--- config.mk ---
export PLATFORM = sky130hd
export DESIGN_NAME = phy_rx_lane_align
export DESIGN_NICKNAME = d
export VERILOG_FILES = /design/src/rtl/phy_pkg.sv /design/src/rtl/phy_rx_lane_align.sv
export SDC_FILE = /design/constraint.sdc
export NUM_CORES = 1
export LEC_CHECK = 0
export CAP_MARGIN = 0
export CORE_ASPECT_RATIO = 1.25
export CORE_UTILIZATION = 35
export CTS_CLUSTER_SIZE = 30
export DETAILED_ROUTE_END_ITERATION = 6
export GPL_TIMING_DRIVEN = 1
export SYNTH_ARGS = -nofsm -noshare
export SYNTH_HDL_FRONTEND = slang
export SYNTH_SLANG_ARGS = --single-unit
--- constraint.sdc ---
create_clock -name clk_32f -period 1.7 [get_ports clk_32f]
set_clock_uncertainty 0.2 [all_clocks]
set_input_delay 0.34 -clock clk_32f [delete_from_list [all_inputs] [get_ports clk_32f]]
set_output_delay 0.34 -clock clk_32f [all_outputs]
set_load 0.01 [all_outputs]
--- src/rtl/phy_pkg.sv ---
// Constants and state encoding shared by the PHY transmit and receive lanes.
package phy_pkg;

  localparam logic [7:0] COMMA_BC = 8'hBC;
  localparam logic [7:0] IDLE_7C  = 8'h7C;

  typedef enum logic [1:0] {
    SEARCH = 2'd0,
    ALIGN  = 2'd1,
    ACTIVE = 2'd2
  } rx_state_e;

endpackage

--- src/rtl/phy_rx_lane_align.sv ---
// Serial lane receiver: hunts for the comma at any bit offset, locks after a
// run of byte-aligned commas, then emits one parallel byte every 8 bit clocks.
module phy_rx_lane_align
  import phy_pkg::*;
#(
  parameter int unsigned BC_LOCK = 4,
  parameter logic [7:0]  COMMA   = COMMA_BC,
  parameter logic [7:0]  IDLE    = IDLE_7C
) (
  input  logic       clk_32f,
  input  logic       reset,
  input  logic       data_in,
  output logic [7:0] data_out,
  output logic       valid_out,
  output logic       byte_stb,
  output logic       active
);

  localparam logic [2:0] BC_LOCK_W = 3'(BC_LOCK);

  rx_state_e  state_q, state_d;
  logic [7:0] sr_q, sr_d;
  logic [2:0] bit_cnt_q, bit_cnt_d;
  logic [2:0] bc_cnt_q, bc_cnt_d;
  logic [7:0] data_out_q, data_out_d;
  logic       valid_q, valid_d;
  logic       stb_q, stb_d;
  logic       active_q, active_d;

  always_comb begin
    sr_d       = {sr_q[6:0], data_in};
    state_d    = state_q;
    bit_cnt_d  = bit_cnt_q;
    bc_cnt_d   = bc_cnt_q;
    data_out_d = data_out_q;
    valid_d    = valid_q;
    stb_d      = 1'b0;

    case (state_q)
      SEARCH: begin
        if (sr_d == COMMA) begin
          bit_cnt_d = 3'd0;
          bc_cnt_d  = 3'd1;
          state_d   = (BC_LOCK == 1) ? ACTIVE : ALIGN;
        end
      end
      ALIGN: begin
        bit_cnt_d = bit_cnt_q + 3'd1;
        if (bit_cnt_q == 3'd7) begin
          if (sr_d == COMMA) begin
            bc_cnt_d = bc_cnt_q + 3'd1;
            if (bc_cnt_q + 3'd1 == BC_LOCK_W) state_d = ACTIVE;
          end else begin
            // The failed byte is dropped; hunting restarts on the next bit.
            bc_cnt_d = 3'd0;
            state_d  = SEARCH;
          end
        end
      end
      ACTIVE: begin
        bit_cnt_d = bit_cnt_q + 3'd1;
        if (bit_cnt_q == 3'd7) begin
          data_out_d = sr_d;
          valid_d    = (sr_d != COMMA) && (sr_d != IDLE);
          stb_d      = 1'b1;
        end
      end
      default: begin
        state_d  = SEARCH;
        bc_cnt_d = 3'd0;
      end
    endcase

    active_d = (state_d == ACTIVE);
  end

  always_ff @(posedge clk_32f or posedge reset) begin
    if (reset) begin
      state_q    <= SEARCH;
      sr_q       <= 8'd0;
      bit_cnt_q  <= 3'd0;
      bc_cnt_q   <= 3'd0;
      data_out_q <= 8'd0;
      valid_q    <= 1'b0;
      stb_q      <= 1'b0;
      active_q   <= 1'b0;
    end else begin
      state_q    <= state_d;
      sr_q       <= sr_d;
      bit_cnt_q  <= bit_cnt_d;
      bc_cnt_q   <= bc_cnt_d;
      data_out_q <= data_out_d;
      valid_q    <= valid_d;
      stb_q      <= stb_d;
      active_q   <= active_d;
    end
  end

  assign data_out  = data_out_q;
  assign valid_out = valid_q;
  assign byte_stb  = stb_q;
  assign active    = active_q;

endmodule

# Yosys cells after proc, flatten, opt, wreduce, memory -nomap -nowiden
# Index checks and enable logic that the tools add are counted.
dict set report op_classes {
  add_sub_neg 2
  eq_ne 10
  muxes 13
  n_bitwise 1
  reduce_logical 7
}
# operator n
set op_table {}
lappend op_table {{$mux W3} 4}
lappend op_table {{$pmux W3 S3} 1}
lappend op_table {{$eq A8 B8 Y1 const B} 1}
lappend op_table {{$mux W2} 4}
lappend op_table {{$ne A8 B7 Y1 const B} 1}
lappend op_table {{$ne A8 B8 Y1 const B} 1}
lappend op_table {{$add A3 B1 Y3 const B} 2}
lappend op_table {{$eq A3 B3 Y1 const B} 2}
lappend op_table {{$pmux W2 S3} 1}
lappend op_table {{$pmux W3 S2} 1}
lappend op_table {{$eq A2 B2 Y1 const B} 2}
lappend op_table {{$ne A2 B2 Y1 const B} 2}
lappend op_table {{$reduce_and A2 Y1} 2}
lappend op_table {{$reduce_and A3 Y1} 1}
lappend op_table {{$eq A2 B1 Y1 const B} 1}
lappend op_table {{$logic_not A2 Y1} 1}
lappend op_table {{$mux W1} 2}
lappend op_table {{$reduce_bool A2 Y1} 1}
lappend op_table {{$reduce_or A2 Y1} 1}
lappend op_table {{$logic_and A1 B1 Y1} 1}
lappend op_table {{$not A1 Y1} 1}
dict set report word_totals {
  regBits 26
  input_bits 3
  output_inout_bits 11
  word_cells 41
}

# Logic depth before layout (Yosys ltp)
# Gate-level depths: netlist of run 1.
dict set report logic_depth {
  word_depth 7
  mapped_depth 6
  mapped_depth_nobuf 6
}

# Worst setup path after synthesis of run 1
# Ideal clock, no wire load.
dict set report synth_timing {
  path_type {register -> register}
  from {register state_q[0]}
  to {register bit_cnt_q[0]}
  setup_time_ns 0.125
  arrival_time_ns 1.381
  required_ns 1.375
  path_slack_ns -0.006
  stages_incl_launch_ff 6
  n_path_buf 0
  cell_sequence {dfrtp_1 -> inv_1 -> ha_1 -> a21bo_1 -> and2b_2 -> mux2_4}
}
dict set report synth_between {
  elab_chain_len 4
  elab_cells_between_ends 8
  cone_classes {3 x eq/ne; 1 x mux; 4 x reduce/logical}
}
# element line
set synth_rtl {}
lappend synth_rtl {{start: declaration} phy_rx_lane_align.sv:21} ;# rx_state_e state_q, state_d;
lappend synth_rtl {{start signal: assignment} phy_rx_lane_align.sv:88} ;# state_q <= state_d;
lappend synth_rtl {{$eq A2 B2 Y1 / $eq A2 B1 Y1 (equally long branches)} phy_rx_lane_align.sv:39} ;# case (state_q)
lappend synth_rtl {{$reduce_or A2 Y1 (no source line)} -}
lappend synth_rtl {{$reduce_bool A2 Y1 (no source line)} -}
lappend synth_rtl {{$reduce_and A2 Y1 (no source line)} -}
lappend synth_rtl {{end signal: assignment} phy_rx_lane_align.sv:90} ;# bit_cnt_q <= bit_cnt_d;
lappend synth_rtl {{end: declaration} phy_rx_lane_align.sv:23} ;# logic [2:0] bit_cnt_q, bit_cnt_d;
# Several ways; a longest one is shown, not always the timed one.
# A chain may end at the register's enable or synchronous reset.

# Worst setup path after layout of run 1
dict set report layout_timing {
  from {register state_q[1]}
  to {register active_q (netlist: active)}
}
dict set report layout_between {
  elab_chain_len 5
  elab_cells_between_ends 9
  cone_classes {3 x eq/ne; 5 x mux; 1 x reduce/logical}
}
# element line
set layout_rtl {}
lappend layout_rtl {{$mux W2} phy_rx_lane_align.sv:52} ;# if (bc_cnt_q + 3'd1 == BC_LOCK_W) state_d = ACTIVE;
lappend layout_rtl {{$mux W2} phy_rx_lane_align.sv:50} ;# if (sr_d == COMMA) begin
lappend layout_rtl {{$mux W2} phy_rx_lane_align.sv:49} ;# if (bit_cnt_q == 3'd7) begin
lappend layout_rtl {{$pmux W2 S3 (*)} phy_rx_lane_align.sv:39}
lappend layout_rtl {{$eq A2 B2 Y1 (*)} phy_rx_lane_align.sv:74} ;# active_d = (state_d == ACTIVE);
lappend layout_rtl {{net active_d} phy_rx_lane_align.sv:28} ;# logic active_q, active_d;
lappend layout_rtl {{end signal: assignment} phy_rx_lane_align.sv:95} ;# active_q <= active_d;
lappend layout_rtl {{end: declaration} phy_rx_lane_align.sv:28}
# The timed path passes the listed nets; every way through them passes the cells marked *.

==> results.py, run 1 <==
metrics = {
    "sta": {
        "period_needed_ns": 1.69,
        "maxSlewHeadroom": 0.786,
        "clock.fmax_mhz": 592,
        "finalMaxSlewViolations": 0,
        "hold_viol": 0,
        "tns_ns": 0,
        "finalCritPeriodShare": 0.994,
        "tightest_slew_ns": 0.320,
        "setup_viol": 0,
        "rsz0062_at_grt": "yes",
    },
    "pwr": {
        "leakage_uw": 0.000880,
        "peakVddDrop_mv": 0.857,
        "p_total_uw": 1390,
        "p_per_area_nw_per_um2": 867,
    },
    "final_layout": {
        "diodes": 0,
        "fin_cells": 166,
        "final_core_util": 0.504,
        "drive_above_1_share": 0.349,
        "regArea_sq_um": 651,
        "area_growth_pct": 37.4,
        "finalNetCount": 142,
        "multi_input_area_sq_um": 526,
        "fillers": 278,
    },
    "drt": {
        "drt_pre_antenna_iters": 2,
        "wire_per_inst_um": 12.8,
        "routed_via_density": 4.67,
        "vias": 776,
        "drtAntennaViolNets": 0,
        "route.detailed.drc": 0,
        "routed_wl_mm": 2.13,
        "drt_iter0_drc": 2,
    },
    "floorplanning": {
        "io_pins": 14,
        "die_w_um": 53.7,
        "rows": 23,
        "die_y_um": 66.7,
        "initial_utilization": 0.367,
        "die_area_sq_um": 3580,
        "core_sq_um": 3190,
    },
    "global_routing": {
        "grt_usage": 0.145,
        "grt_pass1_wl_mm": 3.71,
        "grt_max_degree": 27,
        "grt-ovfl-total": 0,
        "first_global_vias": 867,
        "antenna_found_initial": 0,
    },
    "clock_tree": {
        "cts.clk_slew.worst_paths_ns": 0.09,
        "cts_max_level": 1,
        "numCtsBuffers": 3,
        "cts_root_buf": "clkbuf_8",
        "clock_latency_ns": 0.27,
        "cts_tree": "done",
        "ctsLongestPathBuffers": 2,
        "clock_sinks": 26,
    },
    "critical_path": {
        "required_ns": 1.69,
        "crit_buf_inv": 1,
        "critPathSlowestCell": "dfrtp_1",
        "max_stage_delay_ns": 0.40,
        "cp_cell_sequence": "inv_2 > ha_2 > a21bo_4 > or3_4 > a32oi_1",
        "crit_type": "register to register",
        "critPathArrivalTime_ns": 1.67,
        "crit_path_max_fanout": 3,
        "critical_path.top_delay_family": "compound AO/OA/AOI/OAI gates",
        "end_kind": "register",
        "crit_path_start_kind": "register",
    },
    "yosys": {
        "ys_seq_area_frac": 0.556,
        "yosysWarnings": 0,
        "synth_area_per_cell_sq_um": 12.6,
        "synthCells": 93,
        "synth_area_sq_um": 1170,
        "ys_seq_elements": 26,
        "synth_cell_types": 27,
        "synth_fp_nets": 105,
    },
    "placement": {
        "place_congestion": 0.743,
        "dp.cells": 159,
        "port_buffers": 13,
        "dp_hpwl_mm": 1.60,
    },
    "outcome": {
        "outcome": "finished, final reports clean",
    },
    "run": {
        "drv_cap": 0,
    },
    "hold_path": {
        "hold_class": "primary input to register",
    },
}
==> kinds of logic (layout without fill, tap and decap cells) <==
kind of cell | Yosys count | after routing | share of synthesized area
muxes | 11 | 11 | 0.107
adders and majority gates | 9 | 9 | 0.0962
buffers and inverters | 7 | 43 | 0.0224
AOI/OAI and AO/OA | 14 | 14 | 0.0801
DFF | 26 | 26 | 0.556
xor gates and xnor gates | 2 | 2 | 0.0150
and+or+nand+nor | 24 | 24 | 0.124
==> Yosys cell counts (all sizes together) <==
cell type   n  area share
nand4       1      0.0053
a32oi       1      0.0075
xnor2       2       0.015
o21ai       3       0.013
a21bo       1      0.0085
or3         1      0.0053
nand2b      1      0.0053
ha          9       0.096
and2        2       0.012
a21oi       6       0.029
dfrtp      26        0.56
nand2       9       0.029
inv         7       0.022
nand4bb     1      0.0096
nor2b       3       0.016
and4b       1       0.012
mux2i       2       0.017
o22a        1      0.0075
and4bb      1       0.011
mux2        9       0.090
and2b       1      0.0075
nor2        1      0.0032
o2bb2ai     2       0.015
nand3       2      0.0085
==> final timing paths <==
path                                      start                        to  slack, ns  cells past startpoint
hold / removal                          data_in         sr_q[0]$_DFF_PP0_       0.15                      1
setup / recovery           state_q[1]$_DFF_PP0_          active$_DFF_PP0_       0.01                      5
min in group asynchronous                 reset   data_out[1]$_DFFE_PP0P_       0.22                      3
max in group asynchronous                 reset  bit_cnt_q[0]$_DFFE_PP0P_       0.84                      3
hold reg to reg               sr_q[0]$_DFF_PP0_         sr_q[1]$_DFF_PP0_       0.21                      0
setup reg to reg           state_q[1]$_DFF_PP0_          active$_DFF_PP0_       0.01                      5
==> area by class of cell <==
type / instances / share of cell area
Timing Repair Buffer: 32 / 0.180
Inverter: 7 / 0.0163
Clock inverter: 1 / 0.0187
Clock buffer: 3 / 0.0257
Multi-Input combinational cell: 60 / 0.327
Tap cell: 37 / 0.0288
Sequential cell: 26 / 0.404
==> layer usage <==
metal	GRT usage	vias to the layer above	wire length (um)
met5	0	-	0
met4	0.0658	0	31
met3	0.0342	4	54
met2	0.248	11	1130
met1	0.165	370	911
li1	-	391	-
==> worst register-to-register path: cells and delay by family (launching register included) <==
kind / cells / cell delay, ns
AO/OA/AOI/OAI: 2 / 0.44
adder cells (fa/ha/maj): 1 / 0.18
buffers and inverters: 1 / 0.06
flip-flops: 1 / 0.40
AND/OR/NAND/NOR: 1 / 0.33
==> what timing repair did <==
item	CTS	global route
pin swaps	1	1
setup endpoints to repair	20	15
setup buffers	1	2
endpoints found under the hold margin	0	0
hold buffers	0	0
gates cloned	0	0
gates resized for setup	11	11
==> cell usage in the layout, fill, tap and decap left out, types with 3 or more instances in the layout <==
cell type and n:
dfrtp_1 26, buf_4 18, mux2_2 8, nand2_1 8, dlygate4sd2_1 7, ha_1 6
inv_1 5, a21oi_1 5, dlymetal6s2s_1 5, nor2b_1 3, clkbuf_8 3
==> power by group <==
part           switching (uW)  internal (uW)  leakage [uW]
sequential               33.7            660      0.000343
combinational            87.8            109      0.000501
clock                     189            315     0.0000357
total                     311           1080      0.000880
==> registers in the layout, summed over array words and instances (netlist names) <==
register / flops
active: 1
data_out: 8
state_q: 2
valid_out: 1
sr_q: 7
bit_cnt_q: 3
byte_stb: 1
bc_cnt_q: 3
==> metrics by stage <==
stage | instance area (sq um) | setup WS, ns | hold WS, ns
after global routing | 1610 | -0.0465 | 0.169
after CTS | 1560 | 0.000218 | 0.154
final | 1610 | 0.0104 | 0.149
after floorplan | 1170 | 0.000770 | 0.163
after detailed placement | 1480 | -0.440 | 0.198
after global placement | 1480 | -0.394 | 0.183
Note: power is estimated with default switching activity, not from simulation.
==> inputs of run 2 (changes only) <==
--- a/config.mk
+++ b/config.mk
@@ -11,6 +11,7 @@
 export CTS_CLUSTER_SIZE = 30
 export DETAILED_ROUTE_END_ITERATION = 6
 export GPL_TIMING_DRIVEN = 1
+export PLACE_DENSITY_LB_ADDON = 0.3
 export SYNTH_ARGS = -nofsm -noshare
 export SYNTH_HDL_FRONTEND = slang
 export SYNTH_SLANG_ARGS = --single-unit
==> run 2 against run 1 <==
Compared with the run above:
- power grew 2.7%
- sequential cell count did not move
- clock power up 2%
- global-route usage grew 0.30 points
- setup slack better by 0.027 ns
- design area is 1.8% higher
- sequential share of layout area down 0.71 points
- die area unchanged
- clock-buffer cell count stayed put
- combinational power grew 15%
- critical path type unchanged
- largest cell class unchanged
==> results.py, run 2 (synthesized netlist as in run 1, its figures left out) <==
metrics = {
    "drt": {
        "wire_per_inst_um": 13.8,
        "drt_pre_antenna_iters": 4,
        "routed_via_density": 4.83,
        "vias": 811,
        "routed_wl_mm": 2.32,
        "route.detailed.drc": 0,
        "drtAntennaViolNets": 0,
        "drt_iter0_drc": 8,
    },
    "floorplanning": {
        "core_sq_um": 3190,
        "initial_utilization": 0.367,
        "die_w_um": 53.7,
        "io_pins": 14,
        "die_area_sq_um": 3580,
        "die_y_um": 66.7,
        "rows": 23,
    },
    "pwr": {
        "p_per_area_nw_per_um2": 874,
        "leakage_uw": 0.000856,
        "peakVddDrop_mv": 0.689,
    },
    "critical_path": {
        "cp_cell_sequence": "inv_2 > ha_4 > a21bo_1 > and2b_2 > mux2_4",
        "crit_path_start_kind": "register",
        "crit_path_max_fanout": 3,
        "critPathSlowestCell": "dfrtp_1",
        "startpoint": "state_q[0]$_DFF_PP0_",
        "r2r-start": "state_q[0]$_DFF_PP0_",
        "max_stage_delay_ns": 0.40,
        "crit_type": "register to register",
        "end_kind": "register",
        "required_ns": 1.66,
        "critPathArrivalTime_ns": 1.62,
    },
    "clock_tree": {
        "cts_max_level": 1,
        "numCtsBuffers": 3,
        "cts.clk_slew.worst_paths_ns": 0.09,
        "clock_sinks": 26,
        "cts_root_buf": "clkbuf_8",
        "cts_tree": "done",
        "clock_latency_ns": 0.27,
        "ctsLongestPathBuffers": 2,
    },
    "global_routing": {
        "grt_pass1_wl_mm": 3.76,
        "grt-ovfl-total": 0,
        "grt_max_degree": 27,
        "grt_usage": 0.148,
        "first_global_vias": 868,
        "antenna_found_initial": 0,
    },
    "sta": {
        "finalCritPeriodShare": 0.978,
        "finalMaxSlewViolations": 0,
        "hold_viol": 0,
        "clock.fmax_mhz": 601,
        "maxSlewHeadroom": 0.785,
        "period_needed_ns": 1.66,
        "setup_viol": 0,
        "tightest_slew_ns": 0.323,
        "worst_slack_ns": 0.0373,
        "rsz0062_at_grt": "yes",
    },
    "final_layout": {
        "area_growth_pct": 39.9,
        "fillers": 283,
        "layout_common_cells": "dfrtp_1 (26), buf_4 (19), dlygate4sd2_1 (10), mux2_2 (8), nand2_1 (7)",
        "largest_reg_flops": 8,
        "drive_above_1_share": 0.382,
        "layout_commonest_cell": "dfrtp_1",
        "finalNetCount": 144,
        "diodes": 0,
        "fin_cells": 168,
    },
    "placement": {
        "place_congestion": 0.761,
        "dp_hpwl_mm": 1.59,
        "place_ws_ns": -0.419,
        "dp.cells": 160,
        "port_buffers": 13,
    },
    "hold_path": {
        "hold_start": "data_in",
        "hold_class": "primary input to register",
    },
    "outcome": {
        "outcome": "finished, final reports clean",
    },
    "run": {
        "drv_cap": 0,
    },
}
run 2: repair_timing:
item                                   CTS  global route
hold buffers                             0             0
pin swaps                                1             5
gates cloned                             0             0
setup endpoints to repair               23            19
gates resized for setup                 14            14
endpoints found under the hold margin    0             0
buffers inserted                         1             3
run 2: worst paths after layout:
path / endpoint / cells after the start / slack [ns]
hold / removal: sr_q[0]$_DFF_PP0_ / 1 / 0.14
max in group asynchronous: active$_DFF_PP0_ / 3 / 0.85
min in group asynchronous: data_out[3]$_DFFE_PP0P_ / 3 / 0.21
hold reg to reg: sr_q[4]$_DFF_PP0_ / 0 / 0.22
setup reg to reg: bit_cnt_q[0]$_DFFE_PP0P_ / 5 / 0.04
setup / recovery: bit_cnt_q[0]$_DFFE_PP0P_ / 5 / 0.04
run 2: per-stage QoR:
step                TNS, ns  area [sq um]   util  power, uW  hold WS (ns)
floorplan                 0          1170      -        801         0.163
global placement      -2.72          1490  0.466        869         0.184
detailed placement    -3.15          1490  0.466        881         0.196
CTS                       0          1560  0.488       1400         0.143
global route        -0.0157          1640  0.513       1510         0.152
finish                    0          1640  0.513       1430         0.143
run 2: final cells by class:
class	instances	area, sq um	share of cell area
Clock buffer	3	41.3	0.0252
Clock inverter	1	30.0	0.0183
Inverter	7	26.3	0.0160
Multi-Input combinational cell	60	547	0.334
Sequential cell	26	651	0.397
Tap cell	37	46.3	0.0283
Timing Repair Buffer	34	297	0.181
run 2: critical path: cells and delay by family (launching register included):
family                     cells  cell delay (ns)
AOI/OAI and AO/OA              1             0.21
adders and majority gates      1             0.13
muxes                          1             0.30
buffers and inverters          1             0.09
and+or+nand+nor                1             0.21
DFF                            1             0.40
run 2: power by group:
part	switching (uW)	internal, uW	leakage, uW
registers	33.5	660	0.000343
clock network	197	315	0.0000357
logic	101	125	0.000478
run 2: per-layer routing:
| metal | part of all wire | wire, um | global-route usage |
|---|---|---|---|
| met1 | 0.43 | 985 | 0.169 |
| met2 | 0.54 | 1240 | 0.262 |
| met3 | 0.022 | 52 | 0.0205 |
| met4 | 0.015 | 34 | 0.0691 |
| met5 | 0 | 0 | 0 |
==> inputs of run 3 (changes only) <==
==> constraint.sdc (replaced) <==
create_clock -name clk_32f -period 2 [get_ports clk_32f]
set_clock_uncertainty 0.2 [all_clocks]
set_input_delay 0.4 -clock clk_32f [delete_from_list [all_inputs] [get_ports clk_32f]]
set_output_delay 0.4 -clock clk_32f [all_outputs]
set_load 0.01 [all_outputs]
==> run 3 against run 2 <==
Compared with the run above:
- sequential power is 15% lower
- clock power is 15% lower
- final cell count down 11%
- hold slack improved by 0.068 ns
- global-route usage is 1.4 points lower
- clock-buffer cell count is the same
==> results.py, run 3 (synthesized netlist as in run 1, its figures left out) <==
metrics = {
    "clock_tree": {
        "ctsLongestPathBuffers": 2,
        "cts_resized": 0,
        "numCtsBuffers": 3,
        "cts_tree": "done",
        "clock_latency_ns": 0.27,
        "cts_root_buf": "clkbuf_8",
        "clock_sinks": 26,
        "hold_buffers": 0,
        "cts.clk_slew.worst_paths_ns": 0.09,
        "post-cts-setup-buffer-count": 0,
        "cts_max_level": 1,
    },
    "placement": {
        "place_congestion": 0.720,
        "placed_area_sq_um": 1370,
        "dp_hpwl_mm": 1.48,
        "port_buffers": 13,
    },
    "drt": {
        "vias": 739,
        "wl_met2_mm": 1.01,
        "wire_per_inst_um": 13.2,
        "drt_pre_antenna_iters": 4,
        "drt_iter0_drc": 12,
        "route.detailed.drc": 0,
        "dr_wl_met3_um": 36,
        "routed_via_density": 4.93,
        "wl_met1_um": 871,
        "drtAntennaViolNets": 0,
        "routed.top_layer": "met4",
        "routed_wl_mm": 1.98,
    },
    "sta": {
        "tightest_slew_ns": 0.388,
        "setup_viol": 0,
        "maxSlewHeadroom": 0.741,
        "period_needed_ns": 1.91,
        "finalCritPeriodShare": 0.953,
        "hold_viol": 0,
        "finalMaxSlewViolations": 0,
        "rsz0062_at_grt": "no",
        "clock.fmax_mhz": 525,
    },
    "critical_path": {
        "required_ns": 1.96,
        "end_kind": "register",
        "crit_path_max_fanout": 3,
        "crit_type": "primary input to register",
        "critPathArrivalTime_ns": 1.87,
        "crit_path_start_kind": "primary input",
    },
    "floorplanning": {
        "core_sq_um": 3190,
        "die_area_sq_um": 3580,
        "rows": 23,
        "die_y_um": 66.7,
        "die_w_um": 53.7,
        "initial_utilization": 0.367,
        "io_pins": 14,
    },
    "global_routing": {
        "grt_usage": 0.134,
        "antenna_found_initial": 0,
        "grt_max_degree": 27,
        "first_global_vias": 799,
        "grt_pass1_wl_mm": 3.42,
        "grt-ovfl-total": 0,
    },
    "final_layout": {
        "diodes": 0,
        "largest_reg_flops": 8,
        "fillers": 299,
        "area_growth_pct": 23.1,
        "finalNetCount": 126,
        "layout_commonest_cell": "dfrtp_1",
        "fin_area_sq_um": 1440,
        "layout_common_cells": "dfrtp_1 (26), clkdlybuf4s50_1 (13), nand2_1 (9), ha_1 (9), mux2_2 (8)",
        "drive_above_1_share": 0.186,
    },
    "pwr": {
        "leakage_uw": 0.000684,
        "p_per_area_nw_per_um2": 792,
        "peakVddDrop_mv": 0.577,
        "p_total_uw": 1140,
    },
    "outcome": {
        "outcome": "finished, final reports clean",
    },
    "run": {
        "drv_cap": 0,
    },
    "hold_path": {
        "hold_class": "register to register",
    },
}
[run 3: changes by cell type in the layout (fill, tap and decap cells not counted), sizes merged]
cell and delta:
dlymetal6s2s -2, clkdlybuf4s50 +12, dlygate4sd2 -10, buf -18
[run 3: metrics by stage]
| step | setup slack, ns | util | hold WS [ns] | TNS [ns] | std cells |
|---|---|---|---|---|---|
| floorplan | 0.294 | - | 0.163 | 0 | 93 |
| finish | 0.0949 | 0.451 | 0.211 | 0 | 150 |
| global route | 0.0272 | 0.451 | 0.234 | 0 | 150 |
| CTS | 0.0941 | 0.451 | 0.221 | 0 | 150 |
| detailed placement | -0.193 | 0.429 | 0.194 | -0.767 | 146 |
| global placement | -0.163 | 0.429 | 0.189 | -0.627 | 146 |
[run 3: worst paths after layout]
kind,startpoint,to,slack [ns],cells after the start
worst min-delay path,sr_q[4]$_DFF_PP0_,sr_q[5]$_DFF_PP0_,0.21,0
worst min register to register,sr_q[4]$_DFF_PP0_,sr_q[5]$_DFF_PP0_,0.21,0
max in group asynchronous,reset,bit_cnt_q[0]$_DFFE_PP0P_,1.08,3
worst max register to register,bit_cnt_q[0]$_DFFE_PP0P_,data_out[2]$_DFFE_PP0P_,0.14,4
worst max-delay path,data_in,bit_cnt_q[0]$_DFFE_PP0P_,0.09,5
min in group asynchronous,reset,data_out[3]$_DFFE_PP0P_,0.27,3
[run 3: worst max-delay path: stages]
cell,delay [ns]
clkdlybuf4s50_1,0.50
and4bb_2,0.26
a21bo_1,0.20
and2b_2,0.22
mux2_4,0.29
[run 3: layout make-up]
type / count / area, sq um / area share
sequential: 26 / 651 / 0.451
tap: 37 / 46.3 / 0.0321
clock inverter: 1 / 30.0 / 0.0208
multi-input combinational: 60 / 494 / 0.343
timing repair buffer: 16 / 153 / 0.106
clock buffer: 3 / 41.3 / 0.0286
inverter: 7 / 26.3 / 0.0182
[run 3: routing by layer]
metal / up-vias / track usage
met5: - / 0
met4: 0 / 0.0789
met3: 5 / 0.0205
met2: 8 / 0.219
met1: 366 / 0.161
li1: 360 / -
[run 3: power breakdown]
part / internal [uW] / total (uW) / switching, uW
clock network: 268 / 433 / 165
registers: 561 / 589 / 27.8
logic: 57.7 / 120 / 62.2
total: 887 / 1140 / 255
==> patch (config.mk and constraints of run 1) <==
Encoding of `rx_state_e`: now one-hot (3 bits for 3 states).
--- a/src/rtl/phy_pkg.sv
+++ b/src/rtl/phy_pkg.sv
@@ -5,8 +5,8 @@
   localparam logic [7:0] IDLE_7C  = 8'h7C;
 
-  typedef enum logic [1:0] {
-    SEARCH = 2'd0,
-    ALIGN  = 2'd1,
-    ACTIVE = 2'd2
+  typedef enum logic [2:0] {
+    SEARCH = 3'b001,
+    ALIGN  = 3'b010,
+    ACTIVE = 3'b100
   } rx_state_e;
 
Behaviour: no difference found for any inputs over 10 cycles, from zero or initial values and one cycle with reset high; not proved beyond that.
==> patch against run 1 <==
Worst setup slack better by 45 ps; sequential cell count is 1 higher; final area is 0.70% higher; first-iteration DRC count grew to 12 times the old value; routed wire length is 23% higher; synthesized area is 11% higher; count of clock-buffer cells in the layout is 1 higher; largest cell class unchanged; highest routed layer unchanged.
Power is not compared: it rests on default switching activity, and its combinational part moved more than twofold at a synthesized area within 25%.
==> patch: results (changes against run 1) <==
[run_status]
status=complete, no violations

[worst_setup_path]
slowest_delay_ps=370  ; -30 ps
r2r_cells=4  ; -1
critPathMaxFanout=11  ; +8
cp_data_arrival_time_ps=1610  ; -60 ps

[synth]
synth_area_leaders=dfrtp_1 (50%), mux2_4 (8.1%), ha_1 (3.9%), nor3_1 (2.3%), nor2_1 (2.3%)
synth_commonest_cells=dfrtp_1 (26), nor2_1 (8), mux2_4 (7), nor3_1 (6), o21ai_0 (5)
synth_cell_types=41  ; +52%
ys.warnings.count=0  ; unchanged
ys_seq_area_share_pct=52.2  ; -3.4 points
synth_fp_nets=114  ; +8.6%

[sta]
slew_headroom_pct=78.4  ; -0.23 points

[final_layout]
utilization_pct=46.1  ; -4.3 points
drive_gt1_share_pct=27.6  ; -7.3 points

[grt]
grt_max_degree=18  ; -33%
grt.total_usage_pct=13.9  ; -0.57 points
grt_pass1_wl_mm=4.31  ; +16%

[drt]
vias_per_cell=5.35  ; +15%
wl_mm=2.62  ; +23%
drt_iter0_drc=24  ; +22
dr.pass1.iters=4  ; +2

[clocking]
cts-htree-levels=1  ; unchanged
path_clk_slew_ps=90  ; about the same

[placed_design]
postPlaceCellArea_mm2=0.00153  ; +3.6%

[hold_path]
hp-class=in -> async

[patch: cell count changes after synthesis, moves of 3 or more]
cell	run 1	this run
a21oi_1	5	2
nand2_1	9	2
mux2_2	8	1
nand2b_1	1	4
ha_1	9	4
a211oi_1	0	3
nor2_1	1	8
mux2_4	1	7
inv_1	7	3
nor3_1	0	6
[patch: logic make-up after synthesis]
kind of cell    after synthesis  synth area share, %
xor+xnor                      2                 1.35
compound gates               24                 13.1
flops                        27                 52.2
simple gates                 34                 16.3
mux                           8                 8.97
buf+inv                       8                 4.24
fa+ha+maj                     4                 3.86
[patch: per-stage QoR]
| step | total power, uW | cells | hold slack [ps] | TNS (ps) | setup WS, ps |
|---|---|---|---|---|---|
| 6_report | 1080 | 173 | 35.0 | 0 | 55.4 |
| 5_1_grt | 1130 | 173 | 37.4 | -12.1 | -12.1 |
| 4_1_cts | 1090 | 171 | 36.0 | 0 | 1.85 |
| 3_5_place_dp | 736 | 167 | 194 | -2580 | -298 |
| 3_3_place_gp | 734 | 167 | 189 | -2380 | -275 |
| 2_1_floorplan | 704 | 107 | 167 | 0 | 22.9 |
[patch: report_power, final]
part	switching [uW]	internal, uW	total, uW	leakage, uW
Clock	188	168	355	0.0000228
Combinational	28.4	29.5	57.8	0.000433
Sequential	12.7	656	669	0.000348
Total	229	853	1080	0.000803
[patch: path summary, 6_finish.rpt]
kind                              startpoint           to  slack [ps]
worst max-delay path            bit_cnt_q[1]  data_out[6]          60
worst min-delay path                   reset     byte_stb          40
worst max register to register  bit_cnt_q[1]  data_out[6]          60
worst min register to register       sr_q[0]      sr_q[1]         210
max in group asynchronous              reset  bc_cnt_q[1]         840
min in group clk_32f                 data_in      sr_q[0]         130
[patch: per-layer routing]
metal / vias to the layer above / GRT usage [%] / share of wire [%]
li1: 445 / - / -
met1: 464 / 17.1 / 42
met2: 13 / 23.8 / 55
met3: 4 / 1.67 / 2.1
met4: 0 / 7.05 / 1.5
met5: - / 0 / 0
[patch: layout make-up]
cell class | count | area share [%]
repair buffers | 28 | 15.2
well taps | 39 | 3.01
inverters | 3 | 0.695
multi-input cells | 72 | 36.5
flip-flops and latches | 27 | 41.8
clock buffers | 4 | 2.78
[patch: what timing repair did]
action	CTS	global route
endpoints found under the hold margin	0	0
setup endpoints to repair	10	12
resized for setup	10	9
buffers inserted	0	2
hold buffers	0	0
pin swaps	1	5
[patch: critical path: cells and delay by family (launching register included)]
family	cells	cell delay [ps]
fa+ha+maj	2	350
simple gates	1	260
flops	1	370
mux	1	350
